### config.mk
export PLATFORM = sky130hd
export DESIGN_NAME = hqb_col_streamer_flat
export DESIGN_NICKNAME = d
export VERILOG_FILES = /design/src/rtl/hqb_col_streamer_pkg.sv /design/src/rtl/hqb_col_streamer_if.sv /design/src/rtl/hqb_col_streamer_bank.sv /design/src/rtl/hqb_col_streamer.sv /design/src/flat_wrapper.sv
export SDC_FILE = /design/constraint.sdc
export NUM_CORES = 1
export LEC_CHECK = 0
export CORE_ASPECT_RATIO = 0.9
export CORE_MARGIN = 2
export CORE_UTILIZATION = 35
export DETAILED_ROUTE_END_ITERATION = 7
export PLACE_DENSITY = 0.6
export SYNTH_ARGS = -nofsm -noshare
export SYNTH_HDL_FRONTEND = slang
export SYNTH_HIERARCHICAL = 1
export SYNTH_SLANG_ARGS = --single-unit
### constraint.sdc
create_clock -name clk -period 2.6 [get_ports clk]
set_input_delay 0.52 -clock clk [delete_from_list [all_inputs] [get_ports clk]]
set_output_delay 0.52 -clock clk [all_outputs]
set_load 0.005 [all_outputs]
### src/rtl/hqb_col_streamer_pkg.sv
// ============================================================================
// Module  : hqb_col_streamer_pkg
// Brief   : Shared sizes, state codes and element helper for the H*B column streamer.
// Revision: 1.0 - initial release
// ============================================================================
`default_nettype none

package hqb_col_streamer_pkg;

    localparam int DW      = 16;
    localparam int FRAC    = 8;
    localparam int ROWS    = 4;
    localparam int COLS    = 2;
    localparam int SET_LEN = ROWS * COLS;
    localparam int WORD_W  = ROWS * DW;
    localparam int IDX_W   = 3;

    localparam logic [0:0] ST_IDLE   = 1'b0;
    localparam logic [0:0] ST_STREAM = 1'b1;

    typedef struct packed {
        logic [WORD_W-1:0] c0_r;
        logic [WORD_W-1:0] c0_i;
        logic [WORD_W-1:0] c1_r;
        logic [WORD_W-1:0] c1_i;
    } col_set_t;

    // Row 0 sits in the most significant lane of a packed column word.
    function automatic logic [DW-1:0] elem_sel(input logic [WORD_W-1:0] word,
                                               input logic [1:0]        row);
        logic [DW-1:0] e;
        case (row)
            2'd0:    e = word[3*DW +: DW];
            2'd1:    e = word[2*DW +: DW];
            2'd2:    e = word[1*DW +: DW];
            default: e = word[0*DW +: DW];
        endcase
        return e;
    endfunction

endpackage

`default_nettype wire

### src/rtl/hqb_col_streamer_if.sv
// ============================================================================
// Module  : hqb_col_streamer_if
// Brief   : Column-set capture inputs and element stream handshake bundle.
// Revision: 1.0 - initial release
// ============================================================================
`default_nettype none

interface hqb_col_streamer_if;
    import hqb_col_streamer_pkg::*;

    logic              col_valid;
    logic [WORD_W-1:0] col0_r;
    logic [WORD_W-1:0] col0_i;
    logic [WORD_W-1:0] col1_r;
    logic [WORD_W-1:0] col1_i;
    logic              out_valid;
    logic              out_ready;
    logic [DW-1:0]     out_r;
    logic [DW-1:0]     out_i;
    logic              out_col;
    logic [1:0]        out_row;
    logic              out_last;
    logic              busy;
    logic              overrun;

    modport slave (
        input  col_valid, col0_r, col0_i, col1_r, col1_i, out_ready,
        output out_valid, out_r, out_i, out_col, out_row, out_last, busy, overrun
    );

    modport master (
        output col_valid, col0_r, col0_i, col1_r, col1_i, out_ready,
        input  out_valid, out_r, out_i, out_col, out_row, out_last, busy, overrun
    );

endinterface

`default_nettype wire

### src/rtl/hqb_col_streamer_bank.sv
// ============================================================================
// Module  : hqb_col_bank
// Brief   : Four-word column-set register with load enable and element select.
// Revision: 1.0 - initial release
// ============================================================================
`default_nettype none

module hqb_col_bank
    import hqb_col_streamer_pkg::*;
(
    input  wire logic         clk,
    input  wire logic         rst,
    input  wire logic         i_load,
    input  wire col_set_t     i_set,
    input  wire logic [2:0]   i_sel,
    output logic [DW-1:0]     o_re,
    output logic [DW-1:0]     o_im,
    output col_set_t          o_set
);

    col_set_t set_q;
    col_set_t set_d;

    always_comb begin
        set_d = set_q;
        if (i_load) begin
            set_d = i_set;
        end
    end

    always_ff @(posedge clk) begin
        if (rst) begin
            set_q <= '0;
        end else begin
            set_q <= set_d;
        end
    end

    // Select bit 2 picks the column, bits 1:0 the row within it.
    always_comb begin
        if (i_sel[2]) begin
            o_re = elem_sel(set_q.c1_r, i_sel[1:0]);
            o_im = elem_sel(set_q.c1_i, i_sel[1:0]);
        end else begin
            o_re = elem_sel(set_q.c0_r, i_sel[1:0]);
            o_im = elem_sel(set_q.c0_i, i_sel[1:0]);
        end
    end

    assign o_set = set_q;

endmodule

`default_nettype wire

### src/rtl/hqb_col_streamer.sv
// ============================================================================
// Module  : hqb_col_streamer
// Brief   : Captures an H*B column set and streams it one complex element per handshake.
// Revision: 1.0 - initial release
// ============================================================================
`default_nettype none

module hqb_col_streamer
    import hqb_col_streamer_pkg::*;
(
    input  wire logic          clk,
    input  wire logic          rst,
    hqb_col_streamer_if.slave  bus
);

    logic [0:0]       state_q, state_d;
    logic [IDX_W-1:0] idx_q, idx_d;
    logic             pend_full_q, pend_full_d;
    logic             overrun_q, overrun_d;

    logic     act_load, act_src_pend, pend_load;
    logic     xfer, at_last;
    col_set_t in_set, pend_set, act_in;
    col_set_t unused_act_set;
    logic [DW-1:0] act_re, act_im;
    logic [DW-1:0] unused_pend_re, unused_pend_im;

    assign in_set  = {bus.col0_r, bus.col0_i, bus.col1_r, bus.col1_i};
    assign act_in  = act_src_pend ? pend_set : in_set;
    assign xfer    = (state_q == ST_STREAM) && bus.out_ready;
    assign at_last = (idx_q == 3'd7);

    always_comb begin
        state_d      = state_q;
        idx_d        = idx_q;
        pend_full_d  = pend_full_q;
        overrun_d    = overrun_q;
        act_load     = 1'b0;
        act_src_pend = 1'b0;
        pend_load    = 1'b0;
        case (state_q)
            ST_IDLE: begin
                if (bus.col_valid) begin
                    act_load = 1'b1;
                    idx_d    = '0;
                    state_d  = ST_STREAM;
                end
            end
            ST_STREAM: begin
                if (xfer) begin
                    idx_d = idx_q + 3'd1;
                end
                // The slot freed by the final transfer is refilled in the same cycle.
                if (xfer && at_last) begin
                    if (pend_full_q) begin
                        act_load     = 1'b1;
                        act_src_pend = 1'b1;
                        if (bus.col_valid) begin
                            pend_load = 1'b1;
                        end else begin
                            pend_full_d = 1'b0;
                        end
                    end else if (bus.col_valid) begin
                        act_load = 1'b1;
                    end else begin
                        state_d = ST_IDLE;
                    end
                end else if (bus.col_valid) begin
                    if (!pend_full_q) begin
                        pend_load   = 1'b1;
                        pend_full_d = 1'b1;
                    end else begin
                        overrun_d = 1'b1;
                    end
                end
            end
            default: state_d = ST_IDLE;
        endcase
    end

    always_ff @(posedge clk) begin
        if (rst) begin
            state_q     <= ST_IDLE;
            idx_q       <= '0;
            pend_full_q <= 1'b0;
            overrun_q   <= 1'b0;
        end else begin
            state_q     <= state_d;
            idx_q       <= idx_d;
            pend_full_q <= pend_full_d;
            overrun_q   <= overrun_d;
        end
    end

    hqb_col_bank u_act_bank (
        .clk    (clk),
        .rst    (rst),
        .i_load (act_load),
        .i_set  (act_in),
        .i_sel  (idx_q),
        .o_re   (act_re),
        .o_im   (act_im),
        .o_set  (unused_act_set)
    );

    hqb_col_bank u_pend_bank (
        .clk    (clk),
        .rst    (rst),
        .i_load (pend_load),
        .i_set  (in_set),
        .i_sel  (idx_q),
        .o_re   (unused_pend_re),
        .o_im   (unused_pend_im),
        .o_set  (pend_set)
    );

    assign bus.out_valid = (state_q == ST_STREAM);
    assign bus.out_r     = act_re;
    assign bus.out_i     = act_im;
    assign bus.out_col   = idx_q[2];
    assign bus.out_row   = idx_q[1:0];
    assign bus.out_last  = (state_q == ST_STREAM) && at_last;
    assign bus.busy      = (state_q == ST_STREAM) || pend_full_q;
    assign bus.overrun   = overrun_q;

endmodule

`default_nettype wire

### src/flat_wrapper.sv
// flat-port wrapper written by rule: the top's interface ports become plain ports
module hqb_col_streamer_flat import hqb_col_streamer_pkg::*;
  (clk, rst, bus_col_valid, bus_col0_r, bus_col0_i, bus_col1_r, bus_col1_i, bus_out_ready, bus_out_valid, bus_out_r, bus_out_i, bus_out_col, bus_out_row, bus_out_last, bus_busy, bus_overrun);
  hqb_col_streamer_if bus_i ();
  input  wire logic clk;
  input  wire logic rst;
  input wire logic [$bits(bus_i.col_valid)-1:0] bus_col_valid;
  input wire logic [$bits(bus_i.col0_r)-1:0] bus_col0_r;
  input wire logic [$bits(bus_i.col0_i)-1:0] bus_col0_i;
  input wire logic [$bits(bus_i.col1_r)-1:0] bus_col1_r;
  input wire logic [$bits(bus_i.col1_i)-1:0] bus_col1_i;
  input wire logic [$bits(bus_i.out_ready)-1:0] bus_out_ready;
  output wire logic [$bits(bus_i.out_valid)-1:0] bus_out_valid;
  output wire logic [$bits(bus_i.out_r)-1:0] bus_out_r;
  output wire logic [$bits(bus_i.out_i)-1:0] bus_out_i;
  output wire logic [$bits(bus_i.out_col)-1:0] bus_out_col;
  output wire logic [$bits(bus_i.out_row)-1:0] bus_out_row;
  output wire logic [$bits(bus_i.out_last)-1:0] bus_out_last;
  output wire logic [$bits(bus_i.busy)-1:0] bus_busy;
  output wire logic [$bits(bus_i.overrun)-1:0] bus_overrun;
  assign bus_i.col_valid = bus_col_valid;
  assign bus_i.col0_r = bus_col0_r;
  assign bus_i.col0_i = bus_col0_i;
  assign bus_i.col1_r = bus_col1_r;
  assign bus_i.col1_i = bus_col1_i;
  assign bus_i.out_ready = bus_out_ready;
  assign bus_out_valid = bus_i.out_valid;
  assign bus_out_r = bus_i.out_r;
  assign bus_out_i = bus_i.out_i;
  assign bus_out_col = bus_i.out_col;
  assign bus_out_row = bus_i.out_row;
  assign bus_out_last = bus_i.out_last;
  assign bus_busy = bus_i.busy;
  assign bus_overrun = bus_i.overrun;
  hqb_col_streamer u_core (.clk(clk), .rst(rst), .bus(bus_i));
endmodule
==> results of run 1 <==
## per-stage QoR
step           power [mW]  TNS, ps  instances  hold slack [ps]
2_1_floorplan        10.5        0       2087              448
5_1_grt              20.8    -8240       3366              277
3_3_place_gp         11.6     -218       3242              456
6_report             20.0    -6200       3369              264
4_1_cts              20.3    -8840       3369              274
3_5_place_dp         11.7     -207       3242              452
## path summary, 6_finish.rpt
kind / from / to / slack, ps / depth (start not counted)
setup / recovery: u_core/idx_q[0]$_SDFFE_PP0P_ / bus_out_i[5] / -300 / 6
hold / removal: rst / u_core/u_act_bank/o_set[107]$_SDFFE_PP0P_ / 260 / 2
setup reg to reg: u_core/idx_q[2]$_SDFFE_PP0P_ / u_core/u_pend_bank/o_set[73]$_SDFFE_PP0P_ / 250 / 9
hold reg to reg: u_core/bus.overrun$_SDFFE_PP0P_ / u_core/bus.overrun$_SDFFE_PP0P_ / 460 / 2
## worst max-delay path: stages, from the launching register on
cell	delay [ps]
sky130_fd_sc_hd__dfxtp_4	370
sky130_fd_sc_hd__buf_12	130
sky130_fd_sc_hd__buf_8	120
sky130_fd_sc_hd__buf_16	130
sky130_fd_sc_hd__mux4_2	580
sky130_fd_sc_hd__mux2_4	300
sky130_fd_sc_hd__buf_6	120
## area by class of cell
| cell class | instances | area share |
|---|---|---|
| diodes | 3 | 0.000241 |
| clock buffers | 74 | 0.0505 |
| clock inverters | 27 | 0.0116 |
| inverters | 1 | 0.000121 |
| multi-input cells | 1407 | 0.418 |
| flip-flops and latches | 518 | 0.334 |
| well taps | 930 | 0.0374 |
| repair buffers | 409 | 0.148 |
## what timing repair did
action	4_1_cts	5_1_grt
pin swaps	0	0
hold endpoints to repair	0	0
gates resized for setup	233	14
endpoints found under the setup margin	33	33
gates cloned	7	0
buffers inserted	19	5
## state kept, by name, summed over array words and instances (netlist names)
register,flops
u_core/bus.overrun,1
u_core/idx_q,3
u_core/u_act_bank/o_set,256
u_core/pend_full_q,1
u_core/bus.out_valid,1
u_core/u_pend_bank/o_set,256
## routing by layer
layer  global-route usage  share of wire  routed length [um]
met4               0.0541          0.026                1850
met2                0.339           0.49               34800
met1                0.226           0.41               28900
met5                    0         0.0021                 145
met3               0.0536          0.067                4710
## power breakdown
group | switching (mW) | total (mW) | internal (mW) | leakage [nW]
clock | 3.44 | 8.40 | 4.96 | 0.951
combinational | 1.20 | 2.87 | 1.67 | 7.84
sequential | 0.337 | 8.75 | 8.42 | 4.24
==> results.toml, run 1 <==
[logic_synthesis]
synth_fp_nets = 2349
syn_inst = 2087
synth.cell_area_mm2 = 0.0243
yosysWarnings = 6
avgSynthCellArea_um2 = 11.7

[clock_tree]
tritoncts.num_buffers = 56
clock_tree.buffer_depth = 3
cts-hold-fix-buffers = 0
insertion_delay_ps = 620
root_buffer = "sky130_fd_sc_hd__clkbuf_16"
cts_tree = "yes"
cts-htree-levels = 2
clk_sink_count = 518
cts.reportedPaths.clkPinSlew_ps = 60

[setup_path]
worst_setup_path_end_kind = "output pin"
data_arrival_critical_path_ps = 2380
worstPathMaxFanout = 5
worst_setup_path_start_kind = "flop"
worst-endpoint-required_ps = 2080
worst-setup-path-type = "flop to output pin"

[status]
outcome = "finished with violations"
failed_checks = "negative setup slack"

[floorplanning]
design.core.area_mm2 = 0.0687
placementRows = 91
initial_util = 0.354
die_area_mm2 = 0.0716
floorplan.io_pins = 299
die-height_um = 254
die_x_um = 282

[route]
dr.pass1.iters = 5
detail-route-antenna-nets = 0
route.detailed.wl_per_inst_um = 20.9
initialDrtViolationCount = 956
route.vias.total = 16500
routed_wirelength_mm = 70.4
via_per_inst = 4.91
detail_route.drc_violations = 0

[final_layout]
area_growth_syn_to_layout_pct = 27.9
commonest_non_fill_non_tap_cell_in_the_layout = "sky130_fd_sc_hd__dfxtp_1"
commonest_cells_after_routing_fill_and_taps_aside = "sky130_fd_sc_hd__dfxtp_1, sky130_fd_sc_hd__mux2i_1, sky130_fd_sc_hd__nor2_1"
fillerInstances = 6260
footprint_of_the_multi_input_gates_mm2 = 0.0130
layout_cells_sized_above_1 = 0.245
nets = 2655
area_of_all_placed_cells_without_fillers_mm2 = 0.0311
post-route-util = 0.453
seqCellArea_mm2 = 0.0104

[sta]
max_clock_freq_mhz = 345
max-slew-margin-rel = 0.658
max_slew.worst_pin.slew_ps = 513
grt_setup_unrepaired = "true"
slew_viol_final = 0
hold_violations = 0
finalSetupViolations = 32
layout_min_cycle_time_ps = 2900
worst_clock_skew_ps = 19.0
final_min_period_over_clock_period = 1.12
postLayoutSetupSlackWorst_ps = -300

[global_routing]
gr-total-overflow = 0
grt_antenna_before_repair = 15
via_count_of_the_first_global_routing_pass = 17000
global_route_wire_length_before_repair_mm = 104
grtUsageTotal = 0.192
largest_net_degree_at_the_start_of_global_routing = 99

[hold_path]
min_path_type = "primary input to flop"

[placed_design]
detailed_place_hpwl_mm = 50.4
place_worst_setup_slack_ps = -70.7
postPlaceCellArea_mm2 = 0.0287
gp_routability_congestion = 0.867
port_buffers = 298

[flow_run]
drv.max_cap_violation_count = 0

[power_and_ir_drop]
cellLeakagePower_nw = 13.0
worst_ir_drop_vdd_mv = 0.558
power.density_cell_area_mw_per_mm2 = 643
No activity file was read; power rests on OpenSTA's default activity.
==> run 2, diff against run 1 <==
--- a/config.mk
+++ b/config.mk
@@ -9,6 +9,7 @@
 export CORE_MARGIN = 2
 export CORE_UTILIZATION = 35
 export DETAILED_ROUTE_END_ITERATION = 7
+export GPL_TIMING_DRIVEN = 0
 export PLACE_DENSITY = 0.6
 export SYNTH_ARGS = -nofsm -noshare
 export SYNTH_HDL_FRONTEND = slang
==> results.toml, run 2 (synthesis results as in run 1) <==
[placed_design]
postPlaceCellArea_mm2 = 0.0285
placed_cells_incl_taps = 3315
port_buffers = 298
gp_routability_congestion = 0.820
detailed_place_hpwl_mm = 55.3

[setup_path]
worstPathMaxFanout = 7
worst-endpoint-required_ps = 2080
data_arrival_critical_path_ps = 2440
worst-setup-path-type = "flop to output pin"
worst_setup_path_end_kind = "output pin"
worst_setup_path_start_kind = "flop"
timing.rr.end = "u_core/u_pend_bank/o_set[129]$_SDFFE_PP0P_"
cpMostUsedCell = "sky130_fd_sc_hd__buf_6"
delay_of_the_slowest_cell_on_the_worst_path_ps = 510
r2r-start = "u_core/idx_q[0]$_SDFFE_PP0P_"
timing.reg2reg.worst_path_depth = 10
cp_cell_sequence = "buf_12, buf_8, buf_16, buf_6, mux4_2, mux2_4, buf_6"
crit_path_top_delay_cell = "sky130_fd_sc_hd__mux4_2"
reg2reg_setup_slack_ps = 120

[final_layout]
post-route-util = 0.456
commonest_cells_after_routing_fill_and_taps_aside = "sky130_fd_sc_hd__dfxtp_1, sky130_fd_sc_hd__mux2i_1, sky130_fd_sc_hd__nor2_1"
layout_cells_sized_above_1 = 0.249
antenna_cells = 0
area_growth_syn_to_layout_pct = 28.8
nets = 2741
finish.cell_count_without_fillers = 3456
commonest_non_fill_non_tap_cell_in_the_layout = "sky130_fd_sc_hd__dfxtp_1"
area_of_all_placed_cells_without_fillers_mm2 = 0.0313

[clock_tree]
cts-htree-levels = 2
root_buffer = "sky130_fd_sc_hd__clkbuf_16"
cts.reportedPaths.clkPinSlew_ps = 60
cts_tree = "yes"
clock_tree.buffer_depth = 3
insertion_delay_ps = 610
tritoncts.num_buffers = 58
clk_sink_count = 518

[power_and_ir_drop]
power.net_switching_mw = 4.99
power.clock.fraction = 0.422
comb_power_share = 0.146
cellLeakagePower_nw = 13.2
power_switching_share = 0.247
internal_power_mw = 15.2
power.density_cell_area_mw_per_mm2 = 645
worst_ir_drop_vdd_mv = 0.542
sequential_power_share = 0.432

[route]
route.vias.total = 16800
route.detailed.wl_per_inst_um = 21.5
via_per_inst = 4.86
initialDrtViolationCount = 986
detail-route-antenna-nets = 0
detail_route.drc_violations = 0
routed_wirelength_mm = 74.2
dr.pass1.iters = 5

[status]
outcome = "finished with violations"
failed_checks = "negative setup slack"

[floorplanning]
die_area_mm2 = 0.0716
initial_util = 0.354
placementRows = 91
die-height_um = 254
design.core.area_mm2 = 0.0687
floorplan.io_pins = 299
die_x_um = 282

[sta]
hold_violations = 0
final_min_period_over_clock_period = 1.14
max_clock_freq_mhz = 338
slew_viol_final = 0
max_slew.worst_pin.slew_ps = 805
finalSetupViolations = 32
grt_setup_unrepaired = "true"
fin_setup_tns_ps = -8910
max-slew-margin-rel = 0.461
layout_min_cycle_time_ps = 2960
postLayoutSetupSlackWorst_ps = -362
worst_clock_skew_ps = 16.9

[global_routing]
grtUsageTotal = 0.203
global_route_wire_length_before_repair_mm = 108
largest_net_degree_at_the_start_of_global_routing = 19
via_count_of_the_first_global_routing_pass = 17400
grt_antenna_before_repair = 20
gr-total-overflow = 0

[hold_path]
worst_hold_launch = "u_core/bus.overrun$_SDFFE_PP0P_"
min_path_type = "flop to flop"
min_to = "u_core/bus.overrun$_SDFFE_PP0P_"
hold_depth = 2

[flow_run]
drv.max_cap_violation_count = 0
run 2: changes by cell type in the layout (fill, tap and decap cells not counted), sizes merged, moves of 2 or more:
cell and change:
diode -3, clkinv -5, bufbuf -2, inv -2, clkbuf +88, bufinv -3
buf +12
run 2: timing repair:
action	CTS	global route
hold buffers	0	0
pin swaps	1	0
hold endpoints to repair	0	0
setup endpoints to repair	513	92
gates resized for setup	337	20
buffers inserted	30	5
cloned	5	0
run 2: critical path: cells and delay by family (launching register included):
family	cells	cell delay (ps)
buf+inv	5	630
mux	2	810
flops	1	370
run 2: layer usage:
layer  wire [um]  share of wire  vias up  GRT usage
met5         190         0.0026        -          0
met4        1470          0.020       36     0.0527
met3        4100          0.055      117     0.0439
met2       35800           0.48      408      0.349
met1       32700           0.44     8186      0.255
li1            -              -     8062          -
run 2: how the worst max path moves through the flow:
| stage | from | endpoint | slack (ps) | depth (start not counted) |
|---|---|---|---|---|
| floorplan | u_core/idx_q[0]$_SDFFE_PP0P_ | u_core/u_pend_bank/o_set[100]$_SDFFE_PP0P_ | 450 | 9 |
| detailed placement | bus_out_ready | u_core/u_pend_bank/o_set[129]$_SDFFE_PP0P_ | -1350 | 8 |
| global route | u_core/idx_q[0]$_SDFFE_PP0P_ | bus_out_i[2] | -430 | 7 |
| global placement | bus_out_ready | u_core/u_pend_bank/o_set[186]$_SDFFE_PP0P_ | -1310 | 8 |
| CTS | u_core/idx_q[0]$_SDFFE_PP0P_ | bus_out_i[2] | -420 | 7 |
| finish | u_core/idx_q[0]$_SDFFE_PP0P_ | bus_out_i[2] | -360 | 7 |
run 2: metrics by stage:
| stage | setup WS (ps) | hold slack (ps) | power (mW) |
|---|---|---|---|
| 2_1_floorplan | 453 | 448 | 10.5 |
| 3_3_place_gp | -1310 | 453 | 11.5 |
| 3_5_place_dp | -1350 | 449 | 11.6 |
| 4_1_cts | -420 | 459 | 20.4 |
| 5_1_grt | -433 | 482 | 21.0 |
| 6_report | -362 | 453 | 20.2 |
run 2: layout make-up:
class,count,area (um2)
Fill cell,6302,37300
Multi-Input combinational cell,1407,13000
Sequential cell,518,10400
Timing Repair Buffer,332,3450
Clock buffer,89,1800
Buffer,161,1300
Tap cell,930,1160
Clock inverter,18,208
Inverter,1,3.75
run 2: power groups by stage:
stage / Sequential (mW) / Clock, mW / Combinational (mW)
5_1_grt: 8.77 / 9.04 / 3.15
3_5_place_dp: 8.90 / 0 / 2.74
3_3_place_gp: 8.87 / 0 / 2.67
2_1_floorplan: 8.75 / 0 / 1.72
6_report: 8.73 / 8.52 / 2.94
4_1_cts: 8.73 / 8.73 / 2.96
